File: config.mk
export PLATFORM = sky130hd
export DESIGN_NAME = lake_static_sched_ag
export DESIGN_NICKNAME = d
export VERILOG_FILES = /design/src/rtl/lake_static_sched_ag.sv
export SDC_FILE = /design/constraint.sdc
export NUM_CORES = 1
export LEC_CHECK = 0
export CAP_MARGIN = 15
export CORE_AREA = 2 2 232 234
export DETAILED_ROUTE_END_ITERATION = 16
export DIE_AREA = 0 0 234 236
export PLACE_DENSITY = 0.73
export SLEW_MARGIN = 20
export SYNTH_ARGS = -nofsm -noshare
export SYNTH_HDL_FRONTEND = slang
export SYNTH_SLANG_ARGS = --single-unit
export TNS_END_PERCENT = 20
File: constraint.sdc
create_clock -name clk -period 16.62 [get_ports clk]
set_input_delay 3.324 -clock clk [delete_from_list [all_inputs] [get_ports clk]]
set_output_delay 3.324 -clock clk [all_outputs]
set_load 0.02 [all_outputs]
File: src/rtl/lake_static_sched_ag.sv
`default_nettype none
// ============================================================================
// Module   : lake_static_sched_ag
// Brief    : Multi-port static-schedule controller for the lakespec memory
//            tile. Each port walks its own affine iteration domain and emits
//            a cycle-exact valid strobe with a linear address.
// Revision : 1.0 - initial release
// ----------------------------------------------------------------------------
// Ports:
//   clk          - clock
//   rst_n        - synchronous active-low reset
//   flush        - synchronous restart of all schedules (config unchanged)
//   stall        - (only with LAKE_SCHED_STALL_EN) freezes all schedules
//   config_sched - static config, port p at [p*PORT_CFG_W +: PORT_CFG_W]
//   port_valid   - port p accesses memory this cycle
//   port_addr    - address for port p, meaningful when port_valid[p]=1
//   port_done    - port p has completed its iteration domain
//   cycle_count  - cycles elapsed since flush/reset release
// Optional feature macro: LAKE_SCHED_STALL_EN (adds the stall input).
// Per-port config, LSB first:
//   enable[1], dim[4], MAX_DIM x {extent_m1, addr_delta, sched_delta},
//   addr_offset, sched_offset
// ============================================================================
module lake_static_sched_ag #(
   parameter int NUM_PORTS  = 2,
   parameter int MAX_DIM    = 6,
   parameter int EXT_W      = 16,
   parameter int ADDR_W     = 9,
   parameter int CYC_W      = 16,
   localparam int DIM_CFG_W  = EXT_W + ADDR_W + CYC_W,
   localparam int PORT_CFG_W = 1 + 4 + MAX_DIM*DIM_CFG_W + ADDR_W + CYC_W
) (
   input  logic                            clk,
   input  logic                            rst_n,
   input  logic                            flush,
`ifdef LAKE_SCHED_STALL_EN
   input  logic                            stall,
`endif
   input  logic [NUM_PORTS*PORT_CFG_W-1:0] config_sched,
   output logic [NUM_PORTS-1:0]            port_valid,
   output logic [NUM_PORTS*ADDR_W-1:0]     port_addr,
   output logic [NUM_PORTS-1:0]            port_done,
   output logic [CYC_W-1:0]                cycle_count
);

   localparam logic [3:0] C_MAX_DIM = 4'(MAX_DIM);

   logic             w_stall;
   logic [CYC_W-1:0] r_cyc;

`ifdef LAKE_SCHED_STALL_EN
   assign w_stall = stall;
`else
   assign w_stall = 1'b0;
`endif

   // Shared time base: held at 0 during flush, frozen while stalled.
   always_ff @(posedge clk) begin
      if (!rst_n) begin
         r_cyc <= '0;
      end else if (flush) begin
         r_cyc <= '0;
      end else if (!w_stall) begin
         r_cyc <= r_cyc + CYC_W'(1);
      end
   end

   assign cycle_count = r_cyc;

   for (genvar p = 0; p < NUM_PORTS; p++) begin : g_port
      localparam int BASE = p*PORT_CFG_W;
      localparam int OFFS = BASE + 5 + MAX_DIM*DIM_CFG_W;

      logic              w_en;
      logic [3:0]        w_dim_raw;
      logic [3:0]        w_ndim;
      logic [EXT_W-1:0]  w_ext [MAX_DIM];
      logic [ADDR_W-1:0] w_ad  [MAX_DIM];
      logic [CYC_W-1:0]  w_sd  [MAX_DIM];
      logic [ADDR_W-1:0] w_aoff;
      logic [CYC_W-1:0]  w_soff;

      logic              w_found;
      logic [3:0]        w_k;
      logic [ADDR_W-1:0] w_sel_ad;
      logic [CYC_W-1:0]  w_sel_sd;
      logic              w_fire;

      logic [EXT_W-1:0]  r_iter [MAX_DIM];
      logic [ADDR_W-1:0] r_addr;
      logic [CYC_W-1:0]  r_next;
      logic              r_done;

      assign w_en      = config_sched[BASE];
      assign w_dim_raw = config_sched[BASE+1 +: 4];
      assign w_aoff    = config_sched[OFFS +: ADDR_W];
      assign w_soff    = config_sched[OFFS+ADDR_W +: CYC_W];

      // dim=0 behaves as a single loop; oversize depth is clamped.
      assign w_ndim = (w_dim_raw == 4'd0)      ? 4'd1      :
                      (w_dim_raw > C_MAX_DIM)  ? C_MAX_DIM : w_dim_raw;

      for (genvar gd = 0; gd < MAX_DIM; gd++) begin : g_dim
         localparam int DB = BASE + 5 + gd*DIM_CFG_W;
         assign w_ext[gd] = config_sched[DB +: EXT_W];
         assign w_ad[gd]  = config_sched[DB+EXT_W +: ADDR_W];
         assign w_sd[gd]  = config_sched[DB+EXT_W+ADDR_W +: CYC_W];
      end

      // Odometer carry search: lowest active dim that has not reached its
      // extent. No such dim means the current fire is the last one.
      always_comb begin
         w_found  = 1'b0;
         w_k      = '0;
         w_sel_ad = '0;
         w_sel_sd = '0;
         for (int d = 0; d < MAX_DIM; d++) begin
            if (!w_found && (4'(d) < w_ndim) && (r_iter[d] != w_ext[d])) begin
               w_found  = 1'b1;
               w_k      = 4'(d);
               w_sel_ad = w_ad[d];
               w_sel_sd = w_sd[d];
            end
         end
      end

      // rst_n gates the strobe so nothing fires during a reset cycle.
      assign w_fire = rst_n & w_en & ~r_done & ~flush & ~w_stall &
                      (r_cyc == r_next);

      always_ff @(posedge clk) begin
         if (!rst_n) begin
            for (int d = 0; d < MAX_DIM; d++) r_iter[d] <= '0;
            r_addr <= '0;
            r_next <= '0;
            r_done <= 1'b0;
         end else if (flush) begin
            for (int d = 0; d < MAX_DIM; d++) r_iter[d] <= '0;
            r_addr <= w_aoff;
            r_next <= w_soff;
            r_done <= 1'b0;
         end else if (w_fire) begin
            if (w_found) begin
               for (int d = 0; d < MAX_DIM; d++) begin
                  if (4'(d) < w_k) begin
                     r_iter[d] <= '0;
                  end else if (4'(d) == w_k) begin
                     r_iter[d] <= r_iter[d] + EXT_W'(1);
                  end
               end
               r_addr <= r_addr + w_sel_ad;
               r_next <= r_next + w_sel_sd;
            end else begin
               r_done <= 1'b1;
            end
         end
      end

      assign port_valid[p]                = w_fire;
      assign port_addr[p*ADDR_W +: ADDR_W] = r_addr;
      assign port_done[p]                 = r_done;
   end

endmodule
`default_nettype wire

[Word level (Yosys, flattened, before mapping)]
Memory sizes are Yosys's and may differ from the RTL's.
Index checks and enable logic that the tools add are counted.
Storage, ports and cells
  word-level logic and storage cells: 429
  memory bits (writable): 192
  output and inout port bits: 38
  bits of input ports: 555
  register bits: 68
  memories kept: 2
Memories
  g_port[0].r_iter: words 6, width 16, rd ports 6, clocked after memory_dff 0, write ports 6, line 89  | logic [EXT_W-1:0] r_iter [MAX_DIM];
  g_port[1].r_iter: words 6, width 16, rd ports 6, clocked after memory_dff 0, write ports 6, line 89
Cells by class
  bitwise logic cells: 50
  $lt $le $gt $ge: 26
  $add $sub $neg: 17
  equal/unequal tests: 24
  reductions and logical operators: 45
  muxes and demuxes: 258
Operators by type and width (number)
  $mux W16: 54
  $add A16 B1 Y16 const B: 13
  $ne A16 B16 Y1: 12
  $mux W1: 174
  $mux W9: 18
  $mux W4: 12
  $or A1 B1 Y1: 36
  $add A16 B16 Y16: 2
  $eq A16 B16 Y1: 2
  $lt A1 B4 Y1 const A: 8
  $lt A2 B4 Y1 const A: 8
  $lt A3 B4 Y1 const A: 8
  $logic_and A1 B1 Y1: 22
  $add A9 B9 Y9: 2
  $eq A2 B4 Y1 const A: 4
  $eq A3 B4 Y1 const A: 4
  $logic_not A4 Y1: 4
  $logic_not A1 Y1: 10
  $and A1 B1 Y1: 8
  $eq A1 B4 Y1 const A: 2
  $gt A4 B3 Y1 const B: 2
  $reduce_and A2 Y1: 4
  $reduce_bool A2 Y1: 4
  $not A1 Y1: 6
  $reduce_or A2 Y1: 1

[Longest topological paths before layout]
Gate-level depths: netlist of the first run.
  depth in word-level cells: 35
  mapped depth: 24

[Worst setup path before layout of the first run]
OpenSTA, ideal clock, no wires.
  path type: input-to-output
  from: input rst_n
  to: output port_valid[1]
  cell stages on the path: 8
  slack: 8.600 ns
  required time: 13.296 ns
  data arrival time: 4.696 ns
  path through: buf_2 -> inv_1 -> nor2_1 -> nand4b_1 -> nor4_1 -> and3_1 -> clkbuf_1 -> buf_4
On the way
  longest elaborated chain between the ends: 4
Ends and longest elaborated chain
  start: declaration: line 34  | input logic rst_n,
  $and A1 B1 Y1 (4 in series): line 128  | assign w_fire = rst_n & w_en & ~r_done & ~flush & ~w_stall &
  end: declaration: line 40  | output logic [NUM_PORTS-1:0] port_valid,
Every way passes these cells.

[Worst setup path after layout of the first run]
  from: input rst_n
  to: output port_valid[0]
The elaborated chain is that of the path after synthesis.

==> metrics.txt, run 1 <==
largest net degree at the start of global routing=53; ys flop type=edfxtp_1; skew final=approximately 15 ps; share of cells above drive strength 1=under 10%; met3 GRT Util=5.39%; total number of vias=roughly 19000; global-route wire length before repair=112 mm; most common library cells after synthesis=nor2_1, xnor2_1, xor2_1; critical path type=input port to output pin; core area=about 53000 um^2; fill count=between 4000 and 5000; Post-DP Area=between 20000 and 30000 um^2; Final Hold Vio Count=0; CP required=approximately 13000 ps; post-route cell area=26800 um^2; Setup Viol. Count Final=0; cell taking the most area after synthesis=edfxtp_1; clock root cell=clkbuf_16; synth warn=0; FF+latch count, synth=260; Final Power=around 1.8 mW; WL/cell=about 23 um; Post-Syn Area=about 19000 um^2; post-cts resize count=0; DP Cell Count=approximately 3300; CTS buffer count=34; Overflow after GRT=0; setup TNS=0 ps; First-pass DRT Iterations=6; power density of the placed cells=approximately 70 nW/um^2; M1 GR Usage=28.8%; DRC errors left=0; outcome=complete, no violations; Chip Width=approximately 230 um; RSZ-0062 raised after global routing=false; worst hold margin=496 ps; DRT Wirelength=approximately 77 mm; Yosys cell types=80; crit path max fanout=27; part of the cycle the worst path needs=between 60% and 70%; Slew Viols, Final=0; starting density of the core=a little over a third; clk_lat worst skew=550 ps; post-layout min period=roughly 10000 ps; gr busiest metal=met2; DIE AREA=between 50000 and 60000 um^2; Placer Congestion=around 0.94; Syn Inst Count=between 2000 and 2500; highest achievable clock rate=between 90 and 100 MHz; port buffer count=about 590; Area Overhead vs Synth=40.7%; share of the synthesized area in the top cell type=30.3%; Post-synth ARST share=0%; Max Cap Viol=0; M2 GR Usage=around half; Die Y-Extent=236 um; DRT antenna net count=0; Layout Nets=between 3000 and 4000; leakage power=9.55 nW; Place WS=between 6000 and 7000 ps; H-tree Lvls=2; initial antenna violation count=20; worst hold path class=register to register; cell with the most instances after synthesis=nor2_1; Via-to-Cell Ratio=approximately 5.5; Clk pin slew, worst setup/hold paths=around 50 ps; Worst-Margin Slew=between 1000 and 1500 ps; Max clock buf depth=3; dpl hpwl=62.4 mm; Sink Count=260; Core Util, Final=50.4%; Synth area leaders=edfxtp_1, xnor2_1, xor2_1, nor2_1, dfxtp_1; Non-Filler Instances=~3400; maximum vdd ir drop=roughly 0.000058 V; DRT iter0 DRCs=around 1400; total track usage=approximately 27%; number of enable flip-flop cells after synthesis=approximately 190; I/O Pins=between 500 and 600; Avg Synthesized Cell Area=8.96 um^2; row cnt=85; share of the yosys chip area belonging to registers=a little under two fifths; vias in the first global route=between 15000 and 20000; Critical Path AT=roughly 6700 ps; Worst setup SP type=input port; Worst slew margin=20.6%; Hold-fix buffers, CTS=0; CP endpoint kind=output pin; Post-CTS Setup Repair Bufs=0; CTS tree=done; PnR worst setup slack=6620 ps; syn nets=2743
-- per-layer routing --
metal	vias to the layer above	wire length [um]	share of wire, %
li1	8806	-	-
met5	-	65	0.084
met1	8914	27800	36
met3	157	6050	7.8
met2	856	40100	52
met4	10	3110	4.0
-- report_power, final --
group          total, mW  switching [mW]  leakage (nW)  internal, mW
logic              0.362           0.150          6.34         0.213
clock network      0.716           0.316         0.507         0.400
registers          0.764          0.0401          2.70         0.724
-- final cells by class --
type	count	area (um^2)	area share, %
clock buffers	40	915	3.42
well taps	696	871	3.25
clock inverters	22	153	0.570
multi-input cells	1730	11400	42.5
inverters	45	169	0.631
repair buffers	618	6120	22.8
diodes	12	30.0	0.112
flip-flops and latches	260	7130	26.6
-- state kept, by name, indices dropped and copies added (netlist names) --
name	cells
cycle_count	16
g_port.r_addr	18
g_port.r_done	2
g_port.r_iter	192
g_port.r_next	32
-- logic make-up (layout without fill, tap and decap cells) --
logic type               Yosys count  in the layout  share of synthesized area (%)
AO/OA/AOI/OAI                    348            348                           12.7
buffers and inverters            135            725                           3.01
AND/OR/NAND/NOR                  869            869                           21.7
multiplexers                       9              9                          0.473
other                              0             12                              0
adder cells (fa/ha/maj)           63             63                           4.30
XOR/XNOR                         441            441                           20.4
flip-flops                       260            260                           37.4
-- cells in the final DEF, fill, tap and decap left out, types with 26 or more instances in the layout --
| cell | netlist | layout |
|---|---|---|
| a21oi_1 | 86 | 85 |
| a22o_1 | 26 | 26 |
| a22oi_1 | 37 | 37 |
| and3_1 | 41 | 41 |
| buf_4 | 8 | 26 |
| clkbuf_16 | 0 | 35 |
| clkdlybuf4s50_1 | 0 | 591 |
| dfxtp_1 | 68 | 68 |
| edfxtp_1 | 192 | 192 |
| ha_1 | 59 | 59 |
| inv_1 | 44 | 44 |
| nand2_1 | 142 | 142 |
| nand3_1 | 102 | 102 |
| nand4_1 | 70 | 70 |
| nor2_1 | 372 | 370 |
| nor3_1 | 38 | 37 |
| nor4_1 | 27 | 26 |
| o21ai_0 | 38 | 35 |
| o22ai_1 | 50 | 50 |
| xnor2_1 | 245 | 245 |
| xor2_1 | 195 | 195 |
-- critical path, cell delays in order --
cell,delay [ps]
clkdlybuf4s50_1,460
buf_4,300
nand2b_1,430
nor3b_1,390
nand2_1,100
nor4b_2,820
clkdlybuf4s50_1,810
-- path summary, 6_finish.rpt --
check	startpoint	end	slack, ps	cells past startpoint
hold / removal	g_port[0].r_done$_SDFFE_PP0P_	g_port[0].r_done$_SDFFE_PP0P_	500	2
setup reg to reg	g_port[0].r_iter[1][14]$_SDFFCE_PN0P_	g_port[0].r_next[15]$_SDFFE_PN0P_	10170	20
setup / recovery	rst_n	port_valid[0]	6620	7
hold reg to reg	g_port[0].r_done$_SDFFE_PP0P_	g_port[0].r_done$_SDFFE_PP0P_	500	2
(Power assumes the default switching activity.)
==> inputs of run 2 (changes only) <==
- CORE_AREA: 2 2 232 234 -> 2 2 231 233
- DIE_AREA: 0 0 234 236 -> 0 0 233 235
- PLACE_DENSITY: 0.73 -> 0.76
- clock period: 16.62 -> 9 ns (I/O delays scaled with it)
==> metrics.txt, run 2 (synthesis results as in run 1) <==
outcome=complete, no violations; RSZ-0062 raised after global routing=false; part of the cycle the worst path needs=about four fifths; power density of the placed cells=129 nW/um^2 (+88%); CTS buffer count=31 (-8.8%); port buffer count=592 (unchanged); total number of vias=18726 (-0.091%); commonest non-fill, non-tap cell in the layout=clkdlybuf4s50_1; initial antenna violation count=7 (-65%); CP endpoint kind=register; Area Overhead vs Synth=40.7% (about the same); worst r2r path cells=20 (unchanged); Slew Viols, Final=0 (unchanged); Die Y-Extent=235 um (-0.42%); First-pass DRT Iterations=7 (+1); clock root cell=clkbuf_16; Critical Path AT=7570 ps (+890 ps); Chip Width=233 um (-0.43%); Max Cap Viol=0 (unchanged); share of cells above drive strength 1=4.09% (-0.18 points); max FFs per register=192 (unchanged); starting density of the core=36.4% (+0.57 points); total track usage=26.5% (-0.26 points); clk_lat worst skew=590 ps (+40 ps); Hold-fix buffers, CTS=0 (unchanged); CTS tree=done; DRT Wirelength=75.6 mm (-2.0%); Post-CTS Setup Repair Bufs=0 (unchanged); highest achievable clock rate=142 MHz; Layout Nets=3305 (-0.060%); post-layout min period=~7000 ps; Worst slew margin=24.4% (+3.8 points); Via-to-Cell Ratio=5.50 (+0.41%); Max clock buf depth=3 (unchanged); maximum vdd ir drop=0.000137 V (+140%); dpl hpwl=60.5 mm (-2.9%); DRT antenna net count=0 (unchanged); Largest regs=g_port.r_iter x192, g_port.r_next x32, g_port.r_addr x18; Sink Count=260 (unchanged); DRC errors left=0 (unchanged); Biggest register=g_port.r_iter; Overflow after GRT=0 (unchanged); WL/cell=22.2 um (-1.5%); Worst setup SP type=input port; commonest non-fill, non-tap cells in the layout=clkdlybuf4s50_1, nor2_1, xnor2_1; largest net degree at the start of global routing=40 (-25%); I/O Pins=593 (unchanged); Worst-Margin Slew=1130 ps (-47.2 ps); worst hold margin=540 ps (+44.2 ps); critical path type=input port to register; Final Hold Vio Count=0 (unchanged); Setup Viol. Count Final=0 (unchanged); Clk pin slew, worst setup/hold paths=60 ps (about the same); worst hold path class=register to register; crit path max fanout=18 (-33%); H-tree Lvls=1 (-1); Worst Hold Depth=2 (unchanged); setup TNS=0 ps (unchanged); post-cts resize count=0 (unchanged); skew final=11.1 ps (-3.63 ps); row cnt=84 (-1.2%); DIE AREA=54800 um^2 (-0.85%); leakage power=9.58 nW (+0.33%); global-route wire length before repair=112 mm (about the same); vias in the first global route=18724 (-0.76%); core area=52200 um^2 (-1.6%); CP required=9530 ps (-3770 ps); DRT iter0 DRCs=1947 (+38%); Placer Congestion=1.08 (+15%)
## run 2: cell types whose count changed in the layout (fill, tap and decap cells not counted), moves of 2 or more
cell,change
diode_2,-6
clkinv_4,-3
clkinvlp_4,-4
clkbuf_16,-2
bufinv_16,+5
## run 2: critical path, cell delays in order
cell,delay [ps]
clkdlybuf4s50_1,490
xnor2_1,130
nand4_1,110
nor4_1,910
nor2_1,250
or4b_1,570
and2_1,280
buf_4,250
nand2_1,70
a21oi_1,50
nor2_1,320
ha_1,300
a21oi_1,230
o2111ai_1,160
o211ai_1,170
a211o_1,200
o21ai_0,160
o41ai_1,620
nand4b_1,170
a22o_1,240
nand4_1,80
## run 2: per-stage QoR
stage,util (%),setup slack (ps),instances,area [um^2],power [mW]
CTS,51.2,2040,3400,26800,3.48
detailed placement,49.1,1410,3342,25600,2.10
global placement,49.1,1510,3342,25600,2.08
finish,51.3,1950,3406,26800,3.46
floorplan,-,2810,2125,19000,1.71
global route,51.3,1470,3405,26800,3.58
## run 2: final cells by class
cell class,count,area [um^2]
Antenna cell,6,15.0
Clock buffer,39,868
Clock inverter,19,238
Fill cell,4712,25500
Inverter,45,169
Multi-Input combinational cell,1730,11400
Sequential cell,260,7130
Tap cell,688,861
Timing Repair Buffer,619,6120
## run 2: path summary, 6_finish.rpt
path / from / end / slack, ps
min: g_port[0].r_done$_SDFFE_PP0P_ / g_port[0].r_done$_SDFFE_PP0P_ / 540
min reg2reg: g_port[0].r_done$_SDFFE_PP0P_ / g_port[0].r_done$_SDFFE_PP0P_ / 540
max reg2reg: g_port[1].r_iter[1][7]$_SDFFCE_PN0P_ / g_port[1].r_next[15]$_SDFFE_PN0P_ / 3050
max: config_sched[140] / g_port[0].r_next[15]$_SDFFE_PN0P_ / 1950
## run 2: metal layers
metal / vias to the layer above / global-route usage [%] / share of wire [%]
met5: - / 0 / 0.017
met4: 2 / 7.49 / 3.0
met3: 139 / 4.75 / 7.1
met2: 727 / 44.4 / 48
met1: 9076 / 34.8 / 42
li1: 8782 / - / -
## run 2: where the power goes
group	internal, mW	leakage, nW	switching [mW]
clock	0.827	0.536	0.548
sequential	1.34	2.70	0.0788
combinational	0.393	6.35	0.275
